File: src/rtl/mdu_pkg.sv
// Shared definitions for the HI/LO multiply/divide unit: operand width,
// operation encodings, controller states and small op-decoding helpers.
package mdu_pkg;

  localparam int MDU_WIDTH = 32;

  typedef enum logic [1:0] {
    OP_MULTU = 2'b00,
    OP_MULT  = 2'b01,
    OP_DIVU  = 2'b10,
    OP_DIV   = 2'b11
  } mdu_op_e;

  typedef enum logic [1:0] {
    ST_IDLE   = 2'd0,
    ST_RUN    = 2'd1,
    ST_FINISH = 2'd2
  } mdu_state_e;

  // Upper encoding bit selects divide, lower bit selects signed operands.
  function automatic logic op_is_div(input mdu_op_e o);
    return o[1];
  endfunction

  function automatic logic op_is_signed(input mdu_op_e o);
    return o[0];
  endfunction

endpackage

File: src/rtl/mul_div_unit.sv
// Iterative HI/LO multiply/divide unit. Signed operations are reduced to
// magnitudes at start, one 64-bit shift register runs either a shift-add
// multiply or a restoring divide for WIDTH cycles, and signs are restored
// in the FINISH cycle when HI/LO are committed.
//
// Handshake: start is a request that is taken only in a cycle where busy is
// low (state IDLE); there is no back-pressure beyond that. Requests made
// while busy are dropped, not queued. done is a one-cycle pulse in the cycle
// after the commit edge; div_by_zero is meaningful only alongside done.
module mul_div_unit
  import mdu_pkg::*;
#(
  parameter int WIDTH = MDU_WIDTH
) (
  input  logic             clk,
  input  logic             rst_n,
  input  logic             start,
  input  logic [1:0]       op,
  input  logic [WIDTH-1:0] operand_a,
  input  logic [WIDTH-1:0] operand_b,
  input  logic [1:0]       hilo_we,
  input  logic [WIDTH-1:0] hilo_wdata,
  output logic             busy,
  output logic             done,
  output logic             div_by_zero,
  output logic [WIDTH-1:0] hi,
  output logic [WIDTH-1:0] lo,
  output mdu_state_e       dbg_state
);

  localparam int CW = $clog2(WIDTH);

  mdu_state_e         state_q, state_d;
  mdu_op_e            op_q, op_in;
  logic [2*WIDTH-1:0] sr_q, step_val, prod_fix;
  logic [WIDTH-1:0]   b_q, hi_q, hi_d, lo_q, lo_d;
  logic [WIDTH-1:0]   mag_a, mag_b, quot_fix, rem_fix;
  logic [WIDTH:0]     mul_sum, div_rem, div_diff;
  logic [CW-1:0]      cnt_q;
  logic               neg_res_q, neg_rem_q, dbz_q;
  logic               done_q, dbz_out_q;
  logic               sign_a, sign_b;
  logic               accept, commit, last_iter;

  assign op_in  = mdu_op_e'(op);
  assign sign_a = op_is_signed(op_in) & operand_a[WIDTH-1];
  assign sign_b = op_is_signed(op_in) & operand_b[WIDTH-1];
  assign mag_a  = sign_a ? -operand_a : operand_a;
  assign mag_b  = sign_b ? -operand_b : operand_b;

  // Controller state register.
  always_ff @(posedge clk or negedge rst_n) begin
    if (!rst_n) state_q <= ST_IDLE;
    else        state_q <= state_d;
  end

  // Next-state: IDLE -> RUN on start, RUN for WIDTH iterations, one FINISH cycle.
  always_comb begin
    state_d = state_q;
    unique case (state_q)
      ST_IDLE:   if (start) state_d = ST_RUN;
      ST_RUN:    if (last_iter) state_d = ST_FINISH;
      ST_FINISH: state_d = ST_IDLE;
      default:   state_d = ST_IDLE;
    endcase
  end

  // Controller outputs decoded from the current state.
  always_comb begin
    busy      = (state_q != ST_IDLE);
    accept    = (state_q == ST_IDLE) && start;
    commit    = (state_q == ST_FINISH);
    last_iter = (state_q == ST_RUN) && (cnt_q == CW'(WIDTH - 1));
  end

  // One iteration of the shared shift register: shift-add multiply moves
  // right with the partial sum entering the top; restoring divide moves
  // left with quotient bits entering the bottom.
  always_comb begin
    mul_sum  = {1'b0, sr_q[2*WIDTH-1:WIDTH]} + (sr_q[0] ? {1'b0, b_q} : '0);
    div_rem  = sr_q[2*WIDTH-1:WIDTH-1];
    div_diff = div_rem - {1'b0, b_q};
    if (op_is_div(op_q)) begin
      if (div_diff[WIDTH]) step_val = {div_rem[WIDTH-1:0], sr_q[WIDTH-2:0], 1'b0};
      else                 step_val = {div_diff[WIDTH-1:0], sr_q[WIDTH-2:0], 1'b1};
    end else begin
      step_val = {mul_sum, sr_q[WIDTH-1:1]};
    end
  end

  // Operand capture on accept, then one iteration per RUN cycle.
  always_ff @(posedge clk or negedge rst_n) begin
    if (!rst_n) begin
      op_q      <= OP_MULTU;
      sr_q      <= '0;
      b_q       <= '0;
      cnt_q     <= '0;
      neg_res_q <= 1'b0;
      neg_rem_q <= 1'b0;
      dbz_q     <= 1'b0;
    end else if (accept) begin
      op_q      <= op_in;
      sr_q      <= {{WIDTH{1'b0}}, mag_a};
      b_q       <= mag_b;
      cnt_q     <= '0;
      neg_res_q <= sign_a ^ sign_b;
      neg_rem_q <= sign_a;
      dbz_q     <= op_is_div(op_in) && (operand_b == '0);
    end else if (state_q == ST_RUN) begin
      sr_q  <= step_val;
      cnt_q <= cnt_q + CW'(1);
    end
  end

  // Sign restoration of the magnitude result.
  always_comb begin
    prod_fix = neg_res_q ? -sr_q : sr_q;
    quot_fix = neg_res_q ? -sr_q[WIDTH-1:0] : sr_q[WIDTH-1:0];
    rem_fix  = neg_rem_q ? -sr_q[2*WIDTH-1:WIDTH] : sr_q[2*WIDTH-1:WIDTH];
  end

  // HI/LO next value: commit in FINISH, mthi/mtlo only in IDLE without start.
  // A zero divisor leaves the dividend magnitude in the remainder half, so
  // the sign-restored remainder is exactly operand_a.
  always_comb begin
    hi_d = hi_q;
    lo_d = lo_q;
    if (commit) begin
      if (!op_is_div(op_q)) begin
        {hi_d, lo_d} = prod_fix;
      end else if (dbz_q) begin
        hi_d = rem_fix;
        lo_d = '1;
      end else begin
        hi_d = rem_fix;
        lo_d = quot_fix;
      end
    end else if ((state_q == ST_IDLE) && !start) begin
      if (hilo_we[1]) hi_d = hilo_wdata;
      if (hilo_we[0]) lo_d = hilo_wdata;
    end
  end

  // Architectural HI/LO and the registered completion flags.
  always_ff @(posedge clk or negedge rst_n) begin
    if (!rst_n) begin
      hi_q      <= '0;
      lo_q      <= '0;
      done_q    <= 1'b0;
      dbz_out_q <= 1'b0;
    end else begin
      hi_q      <= hi_d;
      lo_q      <= lo_d;
      done_q    <= commit;
      dbz_out_q <= commit && dbz_q;
    end
  end

  assign hi          = hi_q;
  assign lo          = lo_q;
  assign done        = done_q;
  assign div_by_zero = dbz_out_q;
  assign dbg_state   = state_q;

endmodule

File: config.mk
export PLATFORM = sky130hd
export DESIGN_NAME = mul_div_unit
export DESIGN_NICKNAME = d
export VERILOG_FILES = /design/src/rtl/mdu_pkg.sv /design/src/rtl/mul_div_unit.sv
export SDC_FILE = /design/constraint.sdc
export NUM_CORES = 1
export LEC_CHECK = 0
export ABC_AREA = 1
export CAP_MARGIN = 10
export CORE_MARGIN = 2
export CORE_UTILIZATION = 40
export CTS_CLUSTER_SIZE = 12
export DETAILED_ROUTE_END_ITERATION = 10
export RECOVER_POWER = 50
export SKIP_LAST_GASP = 1
export SLEW_MARGIN = 10
export SYNTH_ARGS = -nofsm -noshare
export SYNTH_HDL_FRONTEND = slang
export SYNTH_SLANG_ARGS = --single-unit
File: constraint.sdc
create_clock -name clk -period 5.99 [get_ports clk]
set_clock_uncertainty 0.15 [all_clocks]
set_input_delay 1.198 -clock clk [delete_from_list [all_inputs] [get_ports clk]]
set_output_delay 1.198 -clock clk [all_outputs]
set_load 0.005 [all_outputs]
==> results_dict.tcl <==
set metrics [dict create \
    vias 20240 \
    min_to "hi[0]" \
    path_buf_inv 2 \
    yosys-top-cells-area "dfrtp_1, nand2_1, inv_1" \
    ff2ff_path_depth 5 \
    grt_usage 0.3087 \
    drtAntennaViolNets 0 \
    power.net_switching_w 0.007804 \
    num-fill-cells 4760 \
    mostFrequentLayoutCells "nand2_1, inv_1, nor2_1" \
    viasPerCell 5.449 \
    worstPathArrival_ns 4.60 \
    stdcell_count 3714 \
    syn_to_final_growth_pct 15.46 \
    grt_pass1_vias 18610 \
    finalCriticalPeriod_ns 4.421 \
    max-vdd-ir-drop_uv 286.4 \
    worst_slew_pin_slew_ns 2.337 \
    cts_hold_buf 0 \
    synth_area_per_cell_sq_um 5.937 \
    cts-root-buf "clkbuf_16" \
    synth_async_sr_flop_share 1.000 \
    critPathMaxFanout 36 \
    cp_slowest_cell "clkbuf_1" \
    gp_congestion 0.9789 \
    drt_wl_total_um 71990 \
    fin_tns_setup_ns 0 \
    slew_headroom -0.5579 \
    period_share 0.7380 \
    finalHoldViolations 0 \
    critPathLaunchType "register" \
    drive_gt1_frac 0.04390 \
    max_cap_viol_count 2 \
    place_inst 3681 \
    final_common_cell "nand2_1" \
    syn_inst 2998 \
    cts_buffer_depth 2 \
    rsz0062_at_grt "false" \
    max_stage_delay_ns 1.48 \
    powerDensity_nw_per_um2 655.8 \
    die_h_um 214.9 \
    setup_viol 0 \
    wire_per_inst_um 19.38 \
    p_int_w 0.005673 \
    numCtsBuffers 17 \
    r2r-start "dbg_state[1]" \
    worstSetupPathType "reg2reg" \
    antenna_found_initial 1 \
    grt-ovfl-total 0 \
    drt_first_pass_iters 5 \
    required_ns 6.17 \
    cts_tree "yes" \
    grt_pass1_wl_um 110600 \
    cts_max_level 4 \
    die-area_sq_um 46200 \
    failed_checks "capacitance limit, slew limit" \
    rows 77 \
    worstReg2RegEnd "sr_q[23]" \
    post_cts_buffers 0 \
    power_frac_comb 0.701 \
    leakagePower_nw 10.44 \
    critPathTopFamily "buffers and inverters" \
    dp_hpwl_um 58000 \
    swShare 0.5791 \
    clock_latency_ns 0.48 \
    clkSinkCount 173 \
    rrSetupSlack_ns 1.57 \
    grt_max_degree 92 \
    io_pins 172 \
    synth_top_area_share 0.2432 \
    cp_cell_sequence "nor2_2, clkbuf_1, inv_1, o21ai_0, a22oi_1" \
    syn_nets 3173 \
    first_iter_violations 2202 \
    fp.dieW_um 214.9 \
    clk_pin_slew_ns 0.08 \
    yosys_warnings 0 \
    nets 3283 \
    synth_area_sq_um 17800 \
    initial_core_util 0.4043 \
    portBuffers 171 \
    coreArea_sq_um 44030 \
    ys_types 55 \
    min_delay_path_depth 2 \
    holdCritPathClass "reg2reg" \
    ys.flop_type "dfrtp_1" \
    synth-edff-count 0 \
    ys_seq_area_frac 0.2432 \
    slew_violations 129 \
    clkPwrFrac 0.091 \
    endpoint_kind "register" \
    drc_errors 0 \
    hp-start "hi[0]" \
    cts_resized 0 \
    p_seq_frac 0.208 \
    synth_area_leader_cell "dfrtp_1" \
    fmax_mhz 226.2 \
    synth-seq-cells 173 \
    status "finished, violations left" \
]
[power groups by stage]
stage | logic, W | clock network [W] | registers, W
after floorplan | 0.00669 | 0 | 0.00225
after global placement | 0.00918 | 0 | 0.00278
after detailed placement | 0.00926 | 0 | 0.00277
after CTS | 0.00932 | 0.00124 | 0.00275
after global routing | 0.0106 | 0.00128 | 0.00283
final | 0.00945 | 0.00122 | 0.00280
[kinds of logic (layout without fill, tap and decap cells)]
group / count (synthesis) / count (layout) / synth area share
compound gates: 509 / 509 / 0.1624
xor+xnor: 66 / 66 / 0.03248
fa+ha+maj: 72 / 72 / 0.05146
buf+inv: 548 / 671 / 0.1224
flops: 173 / 173 / 0.2432
other cells: 0 / 1 / 0
simple gates: 1630 / 1630 / 0.3881
[worst max-delay path by stage]
stage / start / endpoint / slack [ns] / depth (start not counted)
floorplan: sr_q[0] / sr_q[61] / 3.27 / 19
global placement: start / lo[6] / 2.07 / 8
detailed placement: start / hi[29] / 2.01 / 7
CTS: sr_q[52] / sr_q[40] / 2.49 / 13
global route: dbg_state[1] / sr_q[20] / 1.24 / 5
finish: dbg_state[1] / sr_q[23] / 1.57 / 5
[cell type report]
class,count,area (sq um),area share
Timing Repair Buffer,186,1819,0.08852
Clock buffer,17,425.4,0.02070
Sequential cell,173,4333,0.2108
Tap cell,592,740.7,0.03604
Antenna cell,1,2.502,0.0001218
Clock inverter,15,220.2,0.01072
Multi-Input combinational cell,2277,11310,0.5503
Inverter,453,1700,0.08274
[routing by layer]
metal / vias up / wire length [um] / share of wire / global-route usage
li1: 9835 / - / - / -
met5: - / 0 / 0 / 0
met1: 9444 / 34550 / 0.48 / 0.4697
met3: 74 / 6110 / 0.085 / 0.04572
met4: 0 / 1590 / 0.022 / 0.08310
met2: 885 / 29740 / 0.41 / 0.4496
[through the flow]
step	area, sq um	utilization	setup slack, ns	total power [W]	hold slack (ns)
floorplan	17800	-	3.269	0.008939	0.3210
global placement	19930	0.4527	2.074	0.01196	0.3191
detailed placement	19930	0.4527	2.014	0.01203	0.3318
CTS	20580	0.4674	2.489	0.01331	0.3526
global route	20550	0.4667	1.241	0.01470	0.3702
finish	20550	0.4668	1.569	0.01348	0.3483
[synthesized netlist by cell type (2+ instances only)]
| cell | count |
|---|---|
| nand2_1 | 916 |
| inv_1 | 439 |
| nor2_1 | 298 |
| nand3_1 | 247 |
| o21ai_0 | 243 |
| dfrtp_1 | 173 |
| a21oi_1 | 139 |
| ha_1 | 70 |
| clkbuf_1 | 57 |
| xor2_1 | 46 |
| nor3_1 | 42 |
| nand4_1 | 39 |
| a2bb2oi_1 | 31 |
| or2_2 | 26 |
| a22oi_1 | 22 |
| xnor2_1 | 20 |
| nand2_2 | 18 |
| buf_1 | 14 |
| buf_2 | 14 |
| a21boi_0 | 13 |
| o21ai_1 | 12 |
| inv_2 | 11 |
| o21bai_1 | 10 |
| nor2_2 | 9 |
| o21a_1 | 9 |
| nand3b_1 | 8 |
| o211ai_1 | 8 |
| nand3_2 | 6 |
| a21boi_1 | 5 |
| clkbuf_8 | 5 |
| nand2_4 | 5 |
| nor4_1 | 5 |
| a21o_1 | 4 |
| and2_1 | 3 |
| clkinv_1 | 3 |
| o21ai_2 | 3 |
| o31ai_1 | 3 |
| buf_6 | 2 |
| buf_8 | 2 |
| fa_1 | 2 |
| o22ai_1 | 2 |
[state kept, by name, summed over array words and instances (netlist names), 2 cells and up]
register,flops
cnt_q,5
b_q,32
lo,32
sr_q,64
dbg_state,2
hi,32
[worst reg2reg max path, stage by stage, from the launching register on]
cell	delay, ns
dfrtp_1	0.56
nor2_2	0.16
clkbuf_1	1.48
inv_1	1.27
o21ai_0	0.51
a22oi_1	0.14
Power figures use the tool's default switching activity.
